`config.mk`:
```
export PLATFORM = sky130hd
export DESIGN_NAME = bf16_dot_ctrl_44
export DESIGN_NICKNAME = d
export VERILOG_FILES = /design/src/rtl/bf16_dot_ctrl_44.sv
export SDC_FILE = /design/constraint.sdc
export NUM_CORES = 1
export LEC_CHECK = 0
export ABC_AREA = 1
export BUFFER_PORTS_ARGS = -buffer_cell sky130_fd_sc_hd__buf_2
export CAP_MARGIN = 20
export CORE_MARGIN = 1
export CORE_UTILIZATION = 48
export DETAILED_ROUTE_END_ITERATION = 8
export HOLD_SLACK_MARGIN = 0.02
export PLACE_DENSITY = 0.74
export RECOVER_POWER = 100
export SETUP_SLACK_MARGIN = 0.1
export SLEW_MARGIN = 20
export SYNTH_ARGS = -nofsm -noshare
export SYNTH_HDL_FRONTEND = slang
export SYNTH_SLANG_ARGS = --single-unit
```
`constraint.sdc`:
```
create_clock -name clk_44 -period 2.1 [get_ports clk_44]
set_input_delay 0.315 -clock clk_44 [delete_from_list [all_inputs] [get_ports clk_44]]
set_output_delay 0.315 -clock clk_44 [all_outputs]
set_load 0.02 [all_outputs]
```
`src/rtl/bf16_dot_ctrl_44.sv`:
```
// BF16 dot-product sequencer: walks two operand memories and feeds one shared multiplier and one
// shared adder, keeping a single element in flight because each add depends on the accumulator.
module bf16_dot_ctrl_44 #(
    parameter int unsigned LEN_W   = 8,
    parameter int unsigned ADDR_W  = 8,
    parameter int unsigned TIMEOUT = 64
) (
    input  logic              clk_44,
    input  logic              rst_44,
    input  logic              start_44,
    input  logic [LEN_W-1:0]  len_44,
    input  logic [ADDR_W-1:0] base_a_44,
    input  logic [ADDR_W-1:0] base_b_44,
    output logic              busy_44,
    output logic              done_44,
    output logic [15:0]       result_44,
    output logic              err_44,
    output logic              rd_en_44,
    output logic [ADDR_W-1:0] rd_addr_a_44,
    output logic [ADDR_W-1:0] rd_addr_b_44,
    input  logic [15:0]       rd_data_a_44,
    input  logic [15:0]       rd_data_b_44,
    output logic [15:0]       mul_a_44,
    output logic [15:0]       mul_b_44,
    output logic              mul_valid_in_44,
    input  logic [15:0]       mul_result_44,
    input  logic              mul_valid_out_44,
    output logic [15:0]       add_a_44,
    output logic [15:0]       add_b_44,
    output logic              add_valid_in_44,
    input  logic [15:0]       add_result_44,
    input  logic              add_valid_out_44
);

    localparam int unsigned CNT_W = $clog2(TIMEOUT + 1);

    typedef enum logic [2:0] {
        StIdle,
        StFetch,
        StLatch,
        StMulIssue,
        StMulWait,
        StAddIssue,
        StAddWait,
        StFin
    } state_e;

    state_e            state_q;
    logic [LEN_W-1:0]  len_q;
    logic [LEN_W-1:0]  idx_q;
    logic [ADDR_W-1:0] base_a_q;
    logic [ADDR_W-1:0] base_b_q;
    logic [15:0]       acc_q;
    logic [CNT_W-1:0]  cnt_q;
    logic              last_elem;
    logic              timeout_hit;

    always_comb begin
        last_elem   = (idx_q == len_q - LEN_W'(1));
        timeout_hit = (cnt_q == CNT_W'(TIMEOUT - 1));
    end

    // All outputs are registered; strobes are set on the edge that enters their state.
    always_ff @(posedge clk_44) begin
        if (rst_44) begin
            state_q         <= StIdle;
            len_q           <= '0;
            idx_q           <= '0;
            base_a_q        <= '0;
            base_b_q        <= '0;
            acc_q           <= '0;
            cnt_q           <= '0;
            busy_44         <= 1'b0;
            done_44         <= 1'b0;
            result_44       <= '0;
            err_44          <= 1'b0;
            rd_en_44        <= 1'b0;
            rd_addr_a_44    <= '0;
            rd_addr_b_44    <= '0;
            mul_a_44        <= '0;
            mul_b_44        <= '0;
            mul_valid_in_44 <= 1'b0;
            add_a_44        <= '0;
            add_b_44        <= '0;
            add_valid_in_44 <= 1'b0;
        end else begin
            done_44         <= 1'b0;
            rd_en_44        <= 1'b0;
            mul_valid_in_44 <= 1'b0;
            add_valid_in_44 <= 1'b0;
            case (state_q)
                StIdle: begin
                    if (start_44) begin
                        len_q    <= len_44;
                        base_a_q <= base_a_44;
                        base_b_q <= base_b_44;
                        idx_q    <= '0;
                        acc_q    <= '0;
                        err_44   <= 1'b0;
                        busy_44  <= 1'b1;
                        if (len_44 == '0) begin
                            done_44   <= 1'b1;
                            result_44 <= '0;
                            state_q   <= StFin;
                        end else begin
                            rd_en_44     <= 1'b1;
                            rd_addr_a_44 <= base_a_44;
                            rd_addr_b_44 <= base_b_44;
                            state_q      <= StFetch;
                        end
                    end
                end
                StFetch: state_q <= StLatch;
                StLatch: begin
                    mul_a_44        <= rd_data_a_44;
                    mul_b_44        <= rd_data_b_44;
                    mul_valid_in_44 <= 1'b1;
                    state_q         <= StMulIssue;
                end
                StMulIssue: begin
                    cnt_q   <= '0;
                    state_q <= StMulWait;
                end
                StMulWait: begin
                    if (mul_valid_out_44) begin
                        // add_b_44 doubles as the product register.
                        add_a_44        <= acc_q;
                        add_b_44        <= mul_result_44;
                        add_valid_in_44 <= 1'b1;
                        state_q         <= StAddIssue;
                    end else if (timeout_hit) begin
                        err_44    <= 1'b1;
                        done_44   <= 1'b1;
                        result_44 <= acc_q;
                        state_q   <= StFin;
                    end else begin
                        cnt_q <= cnt_q + CNT_W'(1);
                    end
                end
                StAddIssue: begin
                    cnt_q   <= '0;
                    state_q <= StAddWait;
                end
                StAddWait: begin
                    if (add_valid_out_44) begin
                        acc_q <= add_result_44;
                        if (last_elem) begin
                            done_44   <= 1'b1;
                            result_44 <= add_result_44;
                            state_q   <= StFin;
                        end else begin
                            idx_q        <= idx_q + LEN_W'(1);
                            rd_en_44     <= 1'b1;
                            rd_addr_a_44 <= base_a_q + ADDR_W'(idx_q + LEN_W'(1));
                            rd_addr_b_44 <= base_b_q + ADDR_W'(idx_q + LEN_W'(1));
                            state_q      <= StFetch;
                        end
                    end else if (timeout_hit) begin
                        err_44    <= 1'b1;
                        done_44   <= 1'b1;
                        result_44 <= acc_q;
                        state_q   <= StFin;
                    end else begin
                        cnt_q <= cnt_q + CNT_W'(1);
                    end
                end
                StFin: begin
                    busy_44 <= 1'b0;
                    state_q <= StIdle;
                end
                default: state_q <= StIdle;
            endcase
        end
    end

endmodule
```
# [Word level (Yosys, flattened, before mapping)]
# Cells that the tools add are included.
[totals] in_bits=93 out_inout_bits=102 register_bits=160 word_cells=116
[classes] eq_ne=17 n_reduce_logical=17 n_mux=56 n_addsub=5 bitwise=1
[op_table] op="$mux 16" n=8
[op_table] op="$mux 8" n=11
[op_table] op="$pmux 16 s3" n=1
[op_table] op="$pmux 8 s2" n=3
[op_table] op="$pmux 16 s2" n=1
[op_table] op="$pmux 3 s8" n=1
[op_table] op="$mux 7" n=3
[op_table] op="$pmux 7 s3" n=1
[op_table] op="$mux 3" n=6
[op_table] op="$mux 1" n=17
[op_table] op="$add 8x8->8" n=2
[op_table] op="$ne 2x2->1 const B" n=7
[op_table] op="$eq 3x3->1 const B" n=4
[op_table] op="$reduce_and 5->1" n=2
[op_table] op="$add 8x1->8 const B" n=1
[op_table] op="$eq 8x8->1" n=1
[op_table] op="$logic_not 8->1" n=1
[op_table] op="$reduce_and 4->1" n=2
[op_table] op="$sub 8x1->8 const B" n=1
[op_table] op="$add 7x1->7 const B" n=1
[op_table] op="$eq 7x6->1 const B" n=1
[op_table] op="$eq 3x2->1 const B" n=2
[op_table] op="$pmux 1 s3" n=2
[op_table] op="$reduce_and 2->1" n=3
[op_table] op="9 further kinds" n=14

# [Depth between registers and ports, before layout]
# Gate-level depths: netlist of run 1.
[depth] ltp_word=5 mapped_depth=17 ltp_nobuf=16

# [Least setup slack after synthesis of run 1]
# Ideal clock, no wire load.
[synth_path] path_kind="reg-to-reg" from="reg idx_q[1]" to="reg rd_addr_b_44[7]" arrival_ps=1973 n_path_buf=0 path_stages_with_launch=15 setup_time_ps=132 path_slack_ps=-5 path_cell_list="dfxtp_1 > ha_1 > nand3_1 > nor3_1 > xor2_1 > ha_1 > a21o_1 > a21oi_1 > nand2_1 > inv_1 > nand2_1 > nand3_1 > nand2_1 > nand2_1 > a21oi_1"
[synth_between] elab_chain_len=5 elab_cells_between_ends=8
[synth_rtl] item="start, declared" line="50" source="logic [LEN_W-1:0] idx_q;"
[synth_rtl] item="start signal, assigned" line="152" source="idx_q <= idx_q + LEN_W'(1);"
[synth_rtl] item="$add 8x1->8" line="155" source="rd_addr_b_44 <= base_b_q + ADDR_W'(idx_q + LEN_W'(1));"
[synth_rtl] item="$add 8x8->8" line="155"
[synth_rtl] item="$mux 8" line="147" source="if (last_elem) begin"
[synth_rtl] item="$mux 8" line="145" source="if (add_valid_out_44) begin"
[synth_rtl] item="$pmux 8 s2" line="91" source="case (state_q)"
[synth_rtl] item="end signal, assigned" line="108" source="rd_addr_b_44 <= base_b_44;"
[synth_rtl] item="end signal, assigned" line="155"
[synth_rtl] item="end, declared" line="20" source="output logic [ADDR_W-1:0] rd_addr_b_44,"
# Parallel ways exist; a longest one is shown, timed or not. The select of a mux whose other input is x is not followed.
# A chain may end at the register's enable or synchronous reset.

# [Worst setup path after layout of run 1]
# Ends and elaborated chain as after synthesis.

==> flow_metrics.tcl, run 1 <==
set metrics [dict create \
    cts_max_level 4 \
    ios 195 \
    core_sq_um 14530 \
    synthesis.nets 1112 \
    finalHoldViolCount 0 \
    vias 7656 \
    instances_no_fill 1425 \
    synthCells 1000 \
    drive_gt1_share_pct 24.50 \
    grt_pass1_wl_mm 31.39 \
    crit_top_cell "nand2_1" \
    finalSetupTns_ps -1798 \
    nFillCells 1252 \
    arrival_ps 2580 \
    multi_input_area_sq_um 4123 \
    synth_area_sq_um 7166 \
    cp_slowest_cell "dfxtp_4" \
    tritoncts "built" \
    ys_ff_latch 160 \
    rows 44 \
    io_buffers 194 \
    fin_nets 1340 \
    place_congestion 0.8781 \
    grt_max_degree 82 \
    yosysUniqueCellTypes 41 \
    areaGrowthSynthToFinish_pct 36.88 \
    fmax_mhz 440.0 \
    wl_per_cell_microns 15.71 \
    final_util_pct 67.48 \
    holdWs_ps 96.11 \
    cts_buffer_depth 2 \
    cp_max_fo 3 \
    placed_cells 1371 \
    ys_warn_count 0 \
    die_y_microns 124.2 \
    final_common_cell "nand2_1" \
    power_mw 8.308 \
    cp-end-kind "register" \
    vdd_drop_max_v 0.0006231 \
    setup.worst_path.start_class "register" \
    syn-mean-instance-area_sq_um 7.166 \
    cp.required_ps 2410 \
    hpwl_mm 13.51 \
    initial_core_util_pct 49.30 \
    drtAntennaViolNets 0 \
    cap_violations 0 \
    viasPerCell 5.373 \
    reg2reg_slack_ps -170 \
    rsz0062_at_grt "true" \
    violations "setup timing" \
    cts_inserted_buffers 17 \
    clock_skew_ps 13.83 \
    crit_chain "ha_4, nand3_4, nor3_4, xor2_4, ha_4, a21o_1, a21oi_2, nand2_1, inv_1, nand2_1, nand3_1, nand2_1, nand2_1, a21oi_1" \
    post-place-ws_ps -106.5 \
    clk_latency_ps 440 \
    seq_area_frac_synth_pct 44.70 \
    final_area_sq_um 9808 \
    status "finished, violations left" \
    grt_pass1_vias 6524 \
    crit_type "reg2reg" \
    grt-ovfl-total 0 \
    hold_path.class "in2reg" \
    antenna_cells 0 \
    drc 0 \
    grt.total_usage_pct 26.38 \
    wl_mm 22.38 \
    drtIter0Drc 583 \
    p_leak_nw 4.214 \
    fp.dieArea_sq_um 15420 \
    power.density_nw_per_um2 847.0 \
    regArea_sq_um 3222 \
    tightest_slew_ps 745.5 \
    max_stage_delay_ps 370 \
    die_w_microns 124.2 \
    mostFrequentLayoutCells "nand2_1, nor2_1, dfxtp_1" \
    layout_setup_ws_ps -172.7 \
    postCtsHoldBufs 0 \
    drv_slew 0 \
    slew_headroom_pct 50.30 \
    cts-root-buf "clkbuf_16" \
    finalCritPeriodShare_pct 108.2 \
    antenna_found_initial 0 \
    firstDrtPassIters 5 \
    clock-sinks 160 \
    finalSetupViolCount 26 \
    place_area_sq_um 8494 \
    min_period_ps 2273 \
    clkTransAtPathRegs_ps 70 \
]
[synth_stat cells]
cell type | n | area, sq um
buf_12 | 1 | 20.02
nand3_1 | 35 | 175.2
o21bai_1 | 2 | 15.01
nand3_2 | 2 | 20.02
a41oi_1 | 1 | 8.760
buf_1 | 1 | 3.750
o21ai_1 | 18 | 90.09
ha_1 | 17 | 212.7
inv_2 | 5 | 18.77
a21o_1 | 3 | 22.52
a211oi_2 | 1 | 12.51
inv_1 | 46 | 172.7
buf_6 | 2 | 22.52
nand2_1 | 230 | 863.3
a211oi_1 | 1 | 7.510
nor2_1 | 175 | 656.9
clkinv_1 | 2 | 7.510
o211a_1 | 1 | 10.01
nand2_8 | 1 | 20.02
xor2_1 | 10 | 87.58
buf_2 | 7 | 35.03
xnor2_1 | 8 | 70.07
fa_1 | 2 | 40.04
o21a_1 | 1 | 7.510
nand2_2 | 2 | 12.51
o211ai_1 | 1 | 7.510
o311ai_0 | 1 | 8.760
inv_6 | 1 | 8.760
nand4_1 | 7 | 43.79
nor3_1 | 5 | 25.02
a31oi_1 | 3 | 18.77
clkinv_2 | 1 | 5.000
a21oi_1 | 101 | 505.5
nand2_4 | 4 | 45.04
nor2_4 | 1 | 11.26
o31ai_1 | 1 | 7.510
clkbuf_1 | 36 | 135.1
nand3b_1 | 1 | 7.510
dfxtp_1 | 160 | 3203
nor2_2 | 4 | 25.02
o21ai_0 | 99 | 495.5
[cells by family (layout without fill, tap and decap cells)]
group	count (synthesis)	count (layout)	share of synthesized area, %
AO/OA/AOI/OAI	234	234	16.99
XOR/XNOR	18	18	2.200
AND/OR/NAND/NOR	467	471	26.59
adder cells (fa/ha/maj)	19	19	3.527
flip-flops	160	160	44.70
buffers and inverters	102	339	5.989
[cell type report]
cell class,instances,area share [%]
Timing Repair inverter,2,0.2551
Sequential cell,160,32.85
Inverter,55,2.360
Tap cell,184,2.347
Multi-Input combinational cell,742,42.03
Clock buffer,19,4.516
Clock inverter,13,2.105
Timing Repair Buffer,250,13.53
[worst paths after layout]
kind,start,end,cells after the start
max,idx_q[1],rd_addr_b_44[7],14
min,rd_data_b_44[4],mul_b_44[4],3
max reg2reg,idx_q[1],rd_addr_b_44[7],14
min reg2reg,cnt_q[5],cnt_q[5],1
[what timing repair did]
action	CTS	global route
pin swaps	24	47
setup buffers	5	12
setup endpoints to repair	23	42
resized for setup	29	122
gates cloned	0	6
[layer usage]
metal	vias to the layer above	GRT usage (%)	part of all wire [%]
met2	334	39.33	46
met4	0	11.76	3.1
li1	3725	-	-
met3	67	7.372	8.4
met1	3530	35.29	43
met5	-	0	0
[worst max-delay path: cells and delay by family, from the launching register on]
| kind | cells | cell delay, ps |
|---|---|---|
| AND/OR/NAND/NOR | 7 | 690 |
| adder cells (fa/ha/maj) | 2 | 400 |
| flip-flops | 1 | 370 |
| AO/OA/AOI/OAI | 3 | 330 |
| XOR/XNOR | 1 | 270 |
| buffers and inverters | 1 | 70 |
[report_power, final]
group,leakage (nW),internal [mW],switching [mW]
combinational,2.59,0.497,0.965
sequential,1.31,3.25,0.143
clock,0.314,2.14,1.31
[state kept, by name (all words and copies together), names as in the netlist, 16 cells and up]
signal     flops
acc_q         16
add_a_44      16
add_b_44      16
mul_a_44      16
mul_b_44      16
result_44     16
No activity file was read; power rests on OpenSTA's default activity.
==> inputs of run 2 (changes only) <==
- MAX_ROUTING_LAYER: default -> met4
==> flow_metrics.tcl, run 2 (synthesis gave the netlist of run 1 again) <==
set metrics [dict create \
    viasPerCell 5.304 \
    place_congestion 0.9120 \
    ios 195 \
    cp-end-kind "register" \
    vias 7616 \
    fp.dieArea_sq_um 15420 \
    hold_depth 3 \
    drive_gt1_share_pct 23.00 \
    io_buffers 194 \
    finalHoldViolCount 0 \
    fmax_mhz 439.6 \
    p_leak_nw 4.186 \
    tritoncts "built" \
    r2r-end "rd_addr_b_44[7]" \
    finalCritPeriodShare_pct 108.3 \
    final_util_pct 66.53 \
    core_sq_um 14530 \
    drtAntennaViolNets 0 \
    antenna_found_initial 0 \
    final_common_cell "nand2_1" \
    hold_path.class "in2reg" \
    drtIter0Drc 575 \
    die_y_microns 124.2 \
    vdd_drop_max_v 0.0005879 \
    layout_setup_ws_ps -174.6 \
    clk_latency_ps 430 \
    crit_top_cell "nand2_1" \
    status "finished, violations left" \
    placed_cells 1378 \
    slew_headroom_pct 50.02 \
    regArea_sq_um 3224 \
    timing.rr.start "idx_q[1]" \
    tightest_slew_ps 749.7 \
    areaGrowthSynthToFinish_pct 34.94 \
    arrival_ps 2570 \
    power.density_nw_per_um2 831.1 \
    place_area_sq_um 8547 \
    cts_inserted_buffers 17 \
    mostFrequentLayoutCells "nand2_1, nor2_1, dfxtp_1" \
    grt.total_usage_pct 28.89 \
    cts_max_level 4 \
    hpwl_mm 13.71 \
    drv_slew 0 \
    max_stage_delay_ps 390 \
    die_w_microns 124.2 \
    nFillCells 1313 \
    grt_pass1_vias 6870 \
    p_comb_share_pct 17.7 \
    instances_no_fill 1436 \
    reg2reg_depth 15 \
    initial_core_util_pct 49.30 \
    setup.worst_path.start_class "register" \
    worstHoldStart "rd_data_a_44[7]" \
    crit_type "reg2reg" \
    finalSetupViolCount 8 \
    antenna_cells 0 \
    min_period_ps 2275 \
    clock_skew_ps 9.059 \
    post-place-ws_ps -149.6 \
    p_seq_share_pct 42.1 \
    cp_slowest_cell "dfxtp_4" \
    clock-sinks 160 \
    p_int_mw 5.556 \
    clkTransAtPathRegs_ps 70 \
    switchingPower_mw 2.480 \
    holdWs_ps 102.3 \
    grt_max_degree 65 \
    multi_input_area_sq_um 3985 \
    drc 0 \
    postCtsHoldBufs 0 \
    reg2reg_slack_ps -170 \
    pwr-share-clk_pct 40.2 \
    worstHoldEndpoint "mul_a_44[7]" \
    rows 44 \
    fin_nets 1351 \
    grt_pass1_wl_mm 33.26 \
    wl_per_cell_microns 15.25 \
    cts-root-buf "clkbuf_16" \
    cap_violations 0 \
    final_area_sq_um 9669 \
    switching_share_pct 30.86 \
    rsz0062_at_grt "true" \
    cp_max_fo 3 \
    crit_chain "ha_4, nand3_4, nor3_4, xor2_2, buf_6, ha_4, a21o_1, a21oi_2, nand2_1, inv_1, nand2_1, nand3_1, nand2_1, nand2_1, a21oi_2" \
    wl_mm 21.90 \
    cp.required_ps 2390 \
    cts_buffer_depth 2 \
    firstDrtPassIters 5 \
    grt-ovfl-total 0 \
    violations "setup timing" \
]
run 2: metal layers:
layer / vias up / GRT usage (%) / part of all wire (%)
met5: - / - / 0
met4: 0 / 12.35 / 2.3
met3: 47 / 7.097 / 8.8
met2: 359 / 44.13 / 46
met1: 3463 / 36.23 / 43
li1: 3747 / - / -
run 2: per-stage QoR:
| stage | power (mW) | setup TNS [ps] |
|---|---|---|
| after floorplan | 4.309 | 0 |
| after global placement | 4.774 | -264.5 |
| after detailed placement | 4.787 | -554.2 |
| after CTS | 8.055 | -8.459 |
| after global routing | 8.362 | -3803 |
| final | 8.036 | -398.8 |
run 2: how the worst max path moves through the flow:
stage	start	endpoint	slack, ps
2_1_floorplan	idx_q[1]	rd_addr_a_44[7]	70
3_3_place_gp	idx_q[1]	rd_addr_b_44[7]	-90
3_5_place_dp	idx_q[1]	rd_addr_a_44[7]	-150
4_1_cts	idx_q[1]	rd_addr_b_44[7]	-8
5_1_grt	idx_q[1]	rd_addr_b_44[7]	-320
6_report	idx_q[1]	rd_addr_b_44[7]	-170
run 2: layout make-up:
type / count / area share, %
clock buffer: 18 / 4.542
clock inverter: 14 / 1.773
inverter: 55 / 2.239
multi-input combinational: 739 / 41.21
sequential: 160 / 33.35
tap: 184 / 2.381
timing repair buffer: 265 / 14.39
timing repair inverter: 1 / 0.1165
run 2: worst max-delay path, delay by kind of cell, from the launching register on:
| family | cells | cell delay (ps) |
|---|---|---|
| simple gates | 7 | 650 |
| xor+xnor | 1 | 160 |
| buf+inv | 2 | 220 |
| fa+ha+maj | 2 | 370 |
| flops | 1 | 390 |
| compound gates | 3 | 350 |
run 2: what timing repair did:
item | CTS | global route
gates resized for setup | 54 | 59
pin swaps | 28 | 42
endpoints found under the setup margin | 33 | 41
setup buffers | 16 | 8
hold endpoints to repair | 0 | 0
cloned | 2 | 0
run 2: power groups by stage:
stage                     registers, mW  clock network [mW]  logic, mW
after floorplan                    3.60                   0      0.708
after global routing               3.41                3.38       1.58
after global placement             3.43                   0       1.34
after detailed placement           3.43                   0       1.36
after CTS                          3.38                3.26       1.42
final                              3.38                3.23       1.43
==> inputs of run 3 (changes only) <==
- CORE_UTILIZATION: 48 -> 45
- PLACE_DENSITY: 0.74 -> 0.7
==> flow_metrics.tcl, run 3 (synthesis gave the netlist of run 1 again) <==
set metrics [dict create \
    areaGrowthSynthToFinish_pct 35.38 \
    final_common_cell "nand2_1" \
    drtAntennaViolNets 0 \
    slew_headroom_pct 55.20 \
    ios 195 \
    holdWs_ps 105.8 \
    cts_inserted_buffers 17 \
    hpwl_mm 14.21 \
    cts_buffer_depth 2 \
    hold_path.class "in2reg" \
    worstHoldStart "rd_data_a_44[13]" \
    mostFrequentLayoutCells "nand2_1, nor2_1, dfxtp_1" \
    place_congestion 0.8722 \
    tightest_slew_ps 672.1 \
    p_leak_nw 4.179 \
    status "finished, violations left" \
    die_w_microns 128.2 \
    drive_gt1_share_pct 23.10 \
    antenna_found_initial 1 \
    tritoncts "built" \
    fmax_mhz 455.8 \
    initial_core_util_pct 46.62 \
    fin_nets 1359 \
    viasPerCell 5.247 \
    r2r-end "rd_addr_a_44[6]" \
    cap_violations 0 \
    die_y_microns 128.2 \
    arrival_ps 2510 \
    clock_skew_ps 11.47 \
    reg2reg_slack_ps -90 \
    cts_max_level 4 \
    grt.total_usage_pct 27.42 \
    timing.rr.start "idx_q[3]" \
    layout_setup_ws_ps -94.05 \
    io_buffers 194 \
    cp-end-kind "register" \
    wl_per_cell_microns 15.67 \
    nFillCells 1388 \
    drtIter0Drc 662 \
    vias 7723 \
    cts-root-buf "clkbuf_16" \
    drv_slew 0 \
    clock-sinks 160 \
    setup.worst_path.start_class "register" \
    power_mw 8.017 \
    grt_max_degree 38 \
    cp_max_fo 4 \
    wl_mm 23.07 \
    finalHoldViolCount 0 \
    finalCritPeriodShare_pct 104.5 \
    cp.required_ps 2420 \
    violations "setup timing" \
    rsz0062_at_grt "true" \
    core_sq_um 15370 \
    fp.dieArea_sq_um 16430 \
    clkTransAtPathRegs_ps 70 \
    hold_depth 3 \
    firstDrtPassIters 5 \
    final_util_pct 63.11 \
    place_area_sq_um 8546 \
    grt_pass1_vias 7015 \
    vdd_drop_max_v 0.0007031 \
    reg2reg_depth 14 \
    clk_latency_ps 430 \
    crit_type "reg2reg" \
    finalSetupViolCount 4 \
    grt-ovfl-total 0 \
    drc 0 \
    power.density_nw_per_um2 826.4 \
    final_area_sq_um 9701 \
    rows 45 \
    grt_pass1_wl_mm 34.35 \
    min_period_ps 2194 \
    worstHoldEndpoint "mul_a_44[13]" \
]
[run 3: area by class of cell]
cell class	count	area [sq um]	share of cell area, %
inverters	55	231.5	2.386
clock inverters	12	145.1	1.496
repair inverters	2	22.52	0.2322
diodes	1	2.502	0.02580
repair buffers	269	1426	14.70
well taps	211	264.0	2.722
clock buffers	20	456.7	4.708
flip-flops and latches	160	3222	33.21
multi-input cells	742	3930	40.51
[run 3: metrics by stage]
stage	TNS, ps	worst slack (ps)	cells
finish	-310.6	-94.05	1472
global route	-3111	-240.4	1472
CTS	0	14.23	1458
detailed placement	-453.5	-103.0	1400
global placement	-242.7	-68.66	1400
floorplan	0	68.07	1000
[run 3: worst max path at each step]
stage,startpoint,endpoint,slack (ps),depth (start not counted)
finish,idx_q[3],rd_addr_a_44[6],-90,14
floorplan,idx_q[1],rd_addr_a_44[7],70,14
CTS,idx_q[0],rd_addr_b_44[7],10,13
detailed placement,idx_q[1],rd_addr_a_44[7],-100,14
global route,idx_q[0],rd_addr_a_44[6],-240,14
global placement,idx_q[1],rd_addr_a_44[5],-70,11
[run 3: repair_timing]
action / in CTS / in global routing
endpoints found under the setup margin: 30 / 40
gates resized for setup: 37 / 70
pin swaps: 18 / 23
hold buffers: 0 / 0
cloned: 1 / 5
setup buffers: 25 / 10
[run 3: power by group]
part | internal (mW) | leakage [nW] | switching (mW)
logic | 0.484 | 2.59 | 0.972
registers | 3.24 | 1.31 | 0.145
clock network | 1.84 | 0.282 | 1.33
total | 5.57 | 4.18 | 2.45
[run 3: metal layers]
| layer | vias to the layer above | part of all wire [%] | GRT usage, % |
|---|---|---|---|
| li1 | 3766 | - | - |
| met1 | 3533 | 42 | 33.47 |
| met2 | 342 | 47 | 43.78 |
| met3 | 82 | 7.3 | 6.219 |
| met4 | 0 | 3.8 | 10.93 |
| met5 | - | 0 | - |
[run 3: worst max-delay path, stage by stage, from the launching register on]
cell and delay, ps:
dfxtp_4 380, nand2_2 90, nor3_4 250, xor2_2 210
inv_2 100, ha_4 300, nand2_1 60, inv_1 90
nand4_1 130, nand3_2 100, a21oi_1 60, o21ai_1 90
nand2_1 60, nor2_1 100, nor2_1 50
